==> config.mk <==
export PLATFORM = sky130hd
export DESIGN_NAME = mux4_rr_arbiter
export DESIGN_NICKNAME = d
export VERILOG_FILES = /design/src/rtl/mux_arb_pkg.sv /design/src/rtl/rr_pick4.sv /design/src/rtl/mux4_rr_arbiter.sv
export SDC_FILE = /design/constraint.sdc
export NUM_CORES = 1
export LEC_CHECK = 0
export CAP_MARGIN = 0
export CORE_UTILIZATION = 52
export CTS_BUF_LIST = sky130_fd_sc_hd__clkbuf_4
export CTS_CLUSTER_DIAMETER = 60
export CTS_CLUSTER_SIZE = 28
export DETAILED_ROUTE_END_ITERATION = 10
export GPL_ROUTABILITY_DRIVEN = 0
export HOLD_SLACK_MARGIN = 0.03
export PLACE_DENSITY = 0.81
export RECOVER_POWER = 50
export SLEW_MARGIN = 10
export SYNTH_ARGS = -nofsm -noshare
export SYNTH_HDL_FRONTEND = slang
export SYNTH_SLANG_ARGS = --single-unit
==> constraint.sdc <==
create_clock -name clk -period 2.75 [get_ports clk]
set_clock_uncertainty 0.1 [all_clocks]
set_input_delay 0.6875 -clock clk [delete_from_list [all_inputs] [get_ports clk]]
set_output_delay 0.6875 -clock clk [all_outputs]
set_load 0.02 [all_outputs]
==> src/rtl/mux_arb_pkg.sv <==
// Shared types and constants for the 4:1 mux round-robin arbiter.
// Latency: n/a (declarations only).
// Backpressure: n/a.
package mux_arb_pkg;

   localparam int NUM_REQ = 4;
   localparam int SEL_W   = 2;

   typedef enum logic [1:0] {
      IDLE   = 2'd0,
      GRANT  = 2'd1,
      SWITCH = 2'd2
   } arb_state_t;

   // One-hot grant vector for a requester index.
   function automatic logic [NUM_REQ-1:0] onehot(input logic [SEL_W-1:0] i);
      return NUM_REQ'(1) << i;
   endfunction

endpackage

==> src/rtl/rr_pick4.sv <==
// Round-robin pick: first requesting index scanning from ptr upward, mod 4.
// Latency: combinational.
// Backpressure: none; ports req[3:0], ptr[1:0] in; idx[1:0], any out.
module rr_pick4
   import mux_arb_pkg::*;
(
   input  logic [NUM_REQ-1:0] req,
   input  logic [SEL_W-1:0]   ptr,
   output logic [SEL_W-1:0]   idx,
   output logic               any
);

   logic [SEL_W-1:0] cand;
   logic             found;

   always_comb begin
      idx   = ptr;
      cand  = ptr;
      found = 1'b0;
      any   = |req;
      for (int k = 0; k < NUM_REQ; k++) begin
         // 2-bit add wraps naturally, giving the mod-4 scan order
         cand = ptr + SEL_W'(k);
         if (!found && req[cand]) begin
            idx   = cand;
            found = 1'b1;
         end
      end
   end

endmodule

==> src/rtl/mux4_rr_arbiter.sv <==
// Round-robin arbiter driving the 4:1 mux selectors, with bounded hold and a one-cycle break-before-make gap.
// Latency: grant 1 cycle after request; f/valid 1 cycle after each GRANT cycle.
// Backpressure: none; ports clk, rst, req[3:0], w[3:0] in; gnt[3:0], s1, s0, f, valid, busy out (all registered).
module mux4_rr_arbiter
   import mux_arb_pkg::*;
#(
   parameter int MAX_HOLD = 4,
   parameter int CNT_W    = 4
)(
   input  logic               clk,
   input  logic               rst,
   input  logic [NUM_REQ-1:0] req,
   input  logic [NUM_REQ-1:0] w,
   output logic [NUM_REQ-1:0] gnt,
   output logic               s1,
   output logic               s0,
   output logic               f,
   output logic               valid,
   output logic               busy
);

   localparam logic [CNT_W-1:0] HOLD_LAST = CNT_W'(MAX_HOLD - 1);

   arb_state_t         state, state_nxt;
   logic [SEL_W-1:0]   ptr, ptr_nxt;
   logic [CNT_W-1:0]   cnt, cnt_nxt;
   logic [SEL_W-1:0]   sel, sel_nxt;
   logic [NUM_REQ-1:0] gnt_nxt;
   logic               f_nxt, valid_nxt, busy_nxt;

   logic [SEL_W-1:0]   pick_idx;
   logic               pick_any;
   logic [NUM_REQ-1:0] others;
   logic               hold_done;
   logic               rel_now;

   rr_pick4 u_pick (
      .req (req),
      .ptr (ptr),
      .idx (pick_idx),
      .any (pick_any)
   );

   // The granted index lives in the selector register itself.
   assign s1 = sel[1];
   assign s0 = sel[0];

   assign others    = req & ~onehot(sel);
   assign hold_done = (cnt == HOLD_LAST);
   // A drop and an expiry in the same cycle collapse into this single release.
   assign rel_now   = (state == GRANT) && (!req[sel] || (hold_done && (others != '0)));

   always_ff @(posedge clk or posedge rst) begin
      if (rst) begin
         state <= IDLE;
         ptr   <= '0;
         cnt   <= '0;
         sel   <= '0;
         gnt   <= '0;
         f     <= 1'b0;
         valid <= 1'b0;
         busy  <= 1'b0;
      end else begin
         state <= state_nxt;
         ptr   <= ptr_nxt;
         cnt   <= cnt_nxt;
         sel   <= sel_nxt;
         gnt   <= gnt_nxt;
         f     <= f_nxt;
         valid <= valid_nxt;
         busy  <= busy_nxt;
      end
   end

   always_comb begin
      state_nxt = state;
      ptr_nxt   = ptr;
      cnt_nxt   = cnt;
      sel_nxt   = sel;
      gnt_nxt   = gnt;
      f_nxt     = f;
      valid_nxt = valid;
      busy_nxt  = busy;
      case (state)
         IDLE: begin
            valid_nxt = 1'b0;
            if (pick_any) begin
               state_nxt = GRANT;
               gnt_nxt   = onehot(pick_idx);
               sel_nxt   = pick_idx;
               cnt_nxt   = '0;
               busy_nxt  = 1'b1;
            end
         end
         GRANT: begin
            f_nxt = w[sel];
            if (rel_now) begin
               state_nxt = SWITCH;
               gnt_nxt   = '0;
               valid_nxt = 1'b0;
               ptr_nxt   = sel + SEL_W'(1);
            end else begin
               valid_nxt = 1'b1;
               // Saturates at the limit: a lone requester keeps the mux indefinitely.
               if (!hold_done) cnt_nxt = cnt + CNT_W'(1);
            end
         end
         SWITCH: begin
            valid_nxt = 1'b0;
            if (pick_any) begin
               state_nxt = GRANT;
               gnt_nxt   = onehot(pick_idx);
               sel_nxt   = pick_idx;
               cnt_nxt   = '0;
            end else begin
               state_nxt = IDLE;
               busy_nxt  = 1'b0;
            end
         end
         default: begin
            state_nxt = IDLE;
            gnt_nxt   = '0;
            valid_nxt = 1'b0;
            busy_nxt  = 1'b0;
         end
      endcase
   end

endmodule

==> results of run 1 <==
==> tightest hold or removal path: cells and delay by family, from the launching register on <==
| family | cells | cell delay (ns) |
|---|---|---|
| simple gates | 2 | 0.10 |
| flops | 1 | 0.35 |
==> registers in the layout, summed over array words and instances, names as in the netlist <==
register  count
gnt           4
busy          1
cnt           4
valid         1
sel           2
state         2
f             1
ptr           2
==> path summary, 6_finish.rpt <==
path	from	end	slack (ns)	depth (start not counted)
min	f	f	0.38	2
max in group asynchronous	rst	ptr[1]	1.33	2
max	req[1]	ptr[1]	0.27	4
min reg2reg	f	f	0.38	2
min in group asynchronous	rst	gnt[3]	0.80	2
max reg2reg	sel[0]	ptr[1]	0.56	6
==> stage by stage <==
| step | hold WS (ns) | cell area, um2 | instances | utilization | setup slack, ns |
|---|---|---|---|---|---|
| after floorplan | 0.345 | 948 | 92 | - | 0.712 |
| after global placement | 0.360 | 1160 | 135 | 0.673 | 0.186 |
| after detailed placement | 0.365 | 1160 | 135 | 0.673 | 0.136 |
| after CTS | 0.387 | 1190 | 139 | 0.691 | 0.442 |
| after global routing | 0.407 | 1190 | 139 | 0.688 | 0.204 |
| final | 0.382 | 1190 | 139 | 0.688 | 0.271 |
==> power by group through the flow <==
stage	combinational (mW)	sequential, mW	clock [mW]
after floorplan	0.334	0.510	0
after global placement	0.600	0.455	0
after detailed placement	0.613	0.462	0
after CTS	0.618	0.457	0.144
after global routing	0.676	0.478	0.160
final	0.608	0.458	0.144
==> cells in the final DEF, fill, tap and decap left out, drive strengths merged, types with 4 or more instances in the layout <==
| cell | n |
|---|---|
| o31ai | 4 |
| clkbuf | 4 |
| ha | 5 |
| dfrtp | 17 |
| nand2 | 6 |
| o21ai | 6 |
| nand3 | 6 |
| clkdlybuf4s50 | 15 |
| o22ai | 4 |
| inv | 10 |
==> kinds of logic after synthesis <==
family / Yosys count
adders and majority gates: 5
DFF: 17
AOI/OAI and AO/OA: 23
buffers and inverters: 11
and+or+nand+nor: 32
muxes: 4
==> metal layers <==
metal,track usage,up-vias,wire [um]
li1,-,376,-
met1,0.308,363,868
met2,0.356,26,874
met3,0.0600,4,83
met4,0.0909,0,34
met5,0,-,0
==> layout make-up <==
cell class | instances | area, um2
Sequential cell | 17 | 425
Timing Repair Buffer | 19 | 188
Inverter | 10 | 37.5
Fill cell | 151 | 538
Tap cell | 25 | 31.3
Clock buffer | 4 | 30.0
Multi-Input combinational cell | 64 | 477
==> results.md, run 1 <==
- Yosys reg bits: 17
- Pwr Density: 1020 mW/mm2
- Critical path data required time: 2.83 ns
- Area growth from synthesis to layout: 25.3%
- Largest net degree at the start of global routing: 18
- Cts hold-fix bufs: 0
- First-pass GRT wire length: 3.25 mm
- Site Rows: 15
- Cells after synthesis: 92
- CTS buffer count: 3
- Comb power frac: 0.503
- Die area: 0.00200 mm2
- Synthesized Nets: 107
- Peak supply drop: 529 uV
- Crit-path max FO: 7
- First-pass iteration count of the detailed router: 4
- Worst-path clk slew: 0.09 ns
- Initial antenna violation count: 0
- Total track usage: 0.229
- Adder-Cell Fraction of Synth Area: 0.0660
- Setup TNS: 0 ns
- Initial Utilization: 0.549
- Final wirelength: 1.86 mm
- Crit-path max cell delay: 0.62 ns
- Slowest CP cell: dlygate4sd3_1
- Sequential fraction of the synthesis area: 0.449
- H-tree Lvls: 1
- DRT antenna net count: 0
- Vias in the first global route: 739
- CTS max path bufs: 2
- Slew HR: 0.580
- MaxCap Viol Count: 0
- Seq pwr share: 0.378
- Simple-gate share of the synthesized area: 0.194
- Buf/Inv on CP: 1
- Main combinational cell family by area after synthesis: simple AND/OR/NAND/NOR gates
- Residual DRC: 0
- Top cell type by total area after synthesis: dfrtp_1
- CP arrival: 2.56 ns
- Post-CTS sizing: 0
- Synth Area in Compound Gates: 0.172
- RSZ-0062 raised after global routing: no
- Switching power: 494 uW
- Top cell type's share of synthesized area: 0.449
- Yosys warns: 0
- I/O pin count: 19
- Cell with the most instances after synthesis: dfrtp_1
- Clock net sink count: 17
- Post-layout min period: 2.48 ns
- Setup Viol. Count Final: 0
- Via density: 5.53
- Max Fclk: 403 MHz
- Area contributors post-synth: dfrtp_1, ha_1, inv_1
- Fin crit share: 0.901
- Mean Syn Cell Area: 10.3 um2
- Final Max Tran Viols: 0
- Post-Synthesis Cell Area: 948 um2
- Antenna Cells: 0
- Commonest cells post-synth: dfrtp_1, inv_1, nand2_1, nand3_1, o21ai_0
- Setup Fix Bufs, Post-CTS: 0
- Total congestion overflow: 0
- Vias: 769
- Average routed wire per standard cell: 13.4 um
- Final hold violations: 0
- Crit. End Element: flop
- Root buffer cell: clkbuf_4
- Die width: 44.7 um
- TritonCTS clock tree: yes
- Post-synthesis mux area share: 0.0752
- Clock power frac: 0.119
- Iter 0 DRT Violations: 9
- PortBufs: 18
- Unique masters post-synth: 33
- Post-synth EDFFs: 0
- Leak pwr: 0.518 nW
- Top FF cell, synth: dfrtp_1
- Layout cells sized above 1: 0.105
- Post-Synth XOR/XNOR Area: 0
- Worst slew pin tran: 0.630 ns
- CP startpoint kind: input pin
- Cell-internal power: 716 uW
- Top Family by Delay on Critical Path: multiplexers
- Critical path type: in -> reg
- Die Height: 44.7 um
- Clock Latency Late Sink: 0.30 ns
- Min-delay worst type: reg -> reg
- Async S/R FF share, synth: 1.00
- Critical path cell sequence: dlygate4sd3_1, mux4_1, a21oi_1, mux2_2
- Layout net count: 130
- Status: finished, final reports clean
- HPWL after DPL: 1.43 mm
- CORE AREA: 0.00173 mm2
- Switching share of total power: 0.408
- Design Power: 1.21 mW
Note: power is estimated with default switching activity, not from simulation.
==> run 2, diff against run 1 <==
--- a/config.mk
+++ b/config.mk
@@ -5,7 +5,8 @@
 export SDC_FILE = /design/constraint.sdc
 export NUM_CORES = 1
 export LEC_CHECK = 0
-export CAP_MARGIN = 0
+export CAP_MARGIN = 25
+export CORE_MARGIN = 2
 export CORE_UTILIZATION = 52
 export CTS_BUF_LIST = sky130_fd_sc_hd__clkbuf_4
 export CTS_CLUSTER_DIAMETER = 60
==> run 2 against run 1 <==
Cell count did not move. Fmax fell by 0.22%. Core utilization did not move. Routed wire length rose by 4.7%. Setup slack got worse by 0.0055 ns. Largest power group unchanged. Sequential power barely moved. Combinational power rose by 1%. Cell area did not move. Sequential cell count did not move. Die area rose by 9.1%. Sequential share of layout area did not move. Largest cell class unchanged.
==> results.md, run 2 (same netlist as run 1, synthesis figures left out) <==
- Clock power frac: 0.119
- Post-CTS sizing: 0
- Crit-path max FO: 7
- I/O pin count: 19
- Antenna Cells: 0
- Hold Path Depth: 1
- Die Height: 46.7 um
- Hold_sp: state[1]
- RSZ-0062 raised after global routing: no
- Iter 0 DRT Violations: 17
- Layout Cell Area excl Fill: 0.00119 mm2
- Top Family by Delay on Critical Path: multiplexers
- First-pass iteration count of the detailed router: 4
- CTS max path bufs: 2
- Final Max Tran Viols: 0
- Crit. End Element: flop
- Seq pwr share: 0.376
- CORE AREA: 0.00173 mm2
- Leak pwr: 0.518 nW
- DRT antenna net count: 0
- Clock net sink count: 17
- Switching power: 500 uW
- PortBufs: 18
- Crit-path max cell delay: 0.63 ns
- Largest regs: cnt (4), gnt (4)
- TritonCTS clock tree: yes
- Status: finished, final reports clean
- Initial Utilization: 0.549
- Min-delay worst type: reg -> reg
- Max Fclk: 403 MHz
- Setup Viol. Count Final: 0
- Flop-to-flop setup slack: 0.55 ns
- Placed Area: 0.00116 mm2
- Final wirelength: 1.95 mm
- MaxCap Viol Count: 0
- Hold EP: busy
- Depth of the most critical reg-to-reg path: 6
- Buf/Inv on CP: 1
- Die area: 0.00218 mm2
- Final hold violations: 0
- Cell-internal power: 717 uW
- Commonest cells after routing, fill and taps aside: dfrtp_1, clkdlybuf4s50_1, inv_1
- Critical path data required time: 2.83 ns
- Initial antenna violation count: 0
- Design Power: 1.22 mW
- H-tree Lvls: 1
- Vias: 781
- Fin crit share: 0.903
- Total track usage: 0.211
- Worst-path clk slew: 0.10 ns
- Pwr Density: 1020 mW/mm2
- Switching share of total power: 0.411
- R2r startpoint: sel[0]
- Clock Latency Late Sink: 0.29 ns
- Crit Reg-Reg Endpoint: ptr[1]
- Critical path cell sequence: dlygate4sd3_1, mux4_1, a21oi_1, mux2_2
- Cts hold-fix bufs: 0
- Most common cell after layout, fill and taps aside: dfrtp_1
- Residual DRC: 0
- Setup Fix Bufs, Post-CTS: 0
- Die width: 46.7 um
- Worst slew pin tran: 0.650 ns
- Post-layout min period: 2.48 ns
- CP arrival: 2.56 ns
- Total congestion overflow: 0
- Peak supply drop: 556 uV
- Post-layout util: 0.688
- First-pass GRT wire length: 3.21 mm
- Via density: 5.62
- Site Rows: 15
- Setup TNS: 0 ns
- Average routed wire per standard cell: 14.0 um
- Largest net degree at the start of global routing: 18
- Area growth from synthesis to layout: 25.3%
- Vias in the first global route: 715
- Root buffer cell: clkbuf_4
- CP startpoint kind: input pin
- CTS buffer count: 3
- HPWL after DPL: 1.45 mm
- Layout net count: 130
- Layout cells sized above 1: 0.105
- Slowest CP cell: dlygate4sd3_1
- Critical path type: in -> reg
- Slew HR: 0.566
- Comb power frac: 0.505
-- run 2: cell counts in the layout (fill, tap and decap cells not counted) --
Identical to the previous run, type by type.
-- run 2: how the worst max path moves through the flow --
stage | from | to | slack (ns) | cells after the start
floorplan | sel[0] | ptr[0] | 0.71 | 6
global placement | req[1] | ptr[0] | 0.19 | 4
detailed placement | req[1] | gnt[3] | 0.12 | 4
CTS | req[1] | ptr[1] | 0.44 | 4
global route | req[1] | ptr[1] | 0.22 | 4
finish | req[1] | ptr[1] | 0.27 | 4
-- run 2: area by class of cell --
| cell class | count | area, um2 |
|---|---|---|
| clock buffer | 4 | 30.0 |
| fill | 147 | 538 |
| inverter | 10 | 37.5 |
| multi-input combinational | 64 | 477 |
| sequential | 17 | 425 |
| tap | 25 | 31.3 |
| timing repair buffer | 19 | 188 |
-- run 2: routing by layer --
metal,part of all wire,global-route usage
met4,0.0062,0.0833
met3,0.049,0.0353
met2,0.47,0.350
met5,0,0
met1,0.48,0.275
-- run 2: power by group through the flow --
stage | combinational (mW) | sequential (mW) | clock (mW)
floorplan | 0.334 | 0.510 | 0
global placement | 0.602 | 0.456 | 0
detailed placement | 0.615 | 0.463 | 0
CTS | 0.621 | 0.457 | 0.147
global route | 0.683 | 0.474 | 0.160
finish | 0.615 | 0.458 | 0.144
-- run 2: through the flow --
step | hold WS [ns] | std cells | setup slack, ns
after floorplan | 0.345 | 92 | 0.712
after global placement | 0.360 | 135 | 0.186
after detailed placement | 0.372 | 135 | 0.123
after CTS | 0.395 | 139 | 0.443
after global routing | 0.410 | 139 | 0.216
final | 0.387 | 139 | 0.266
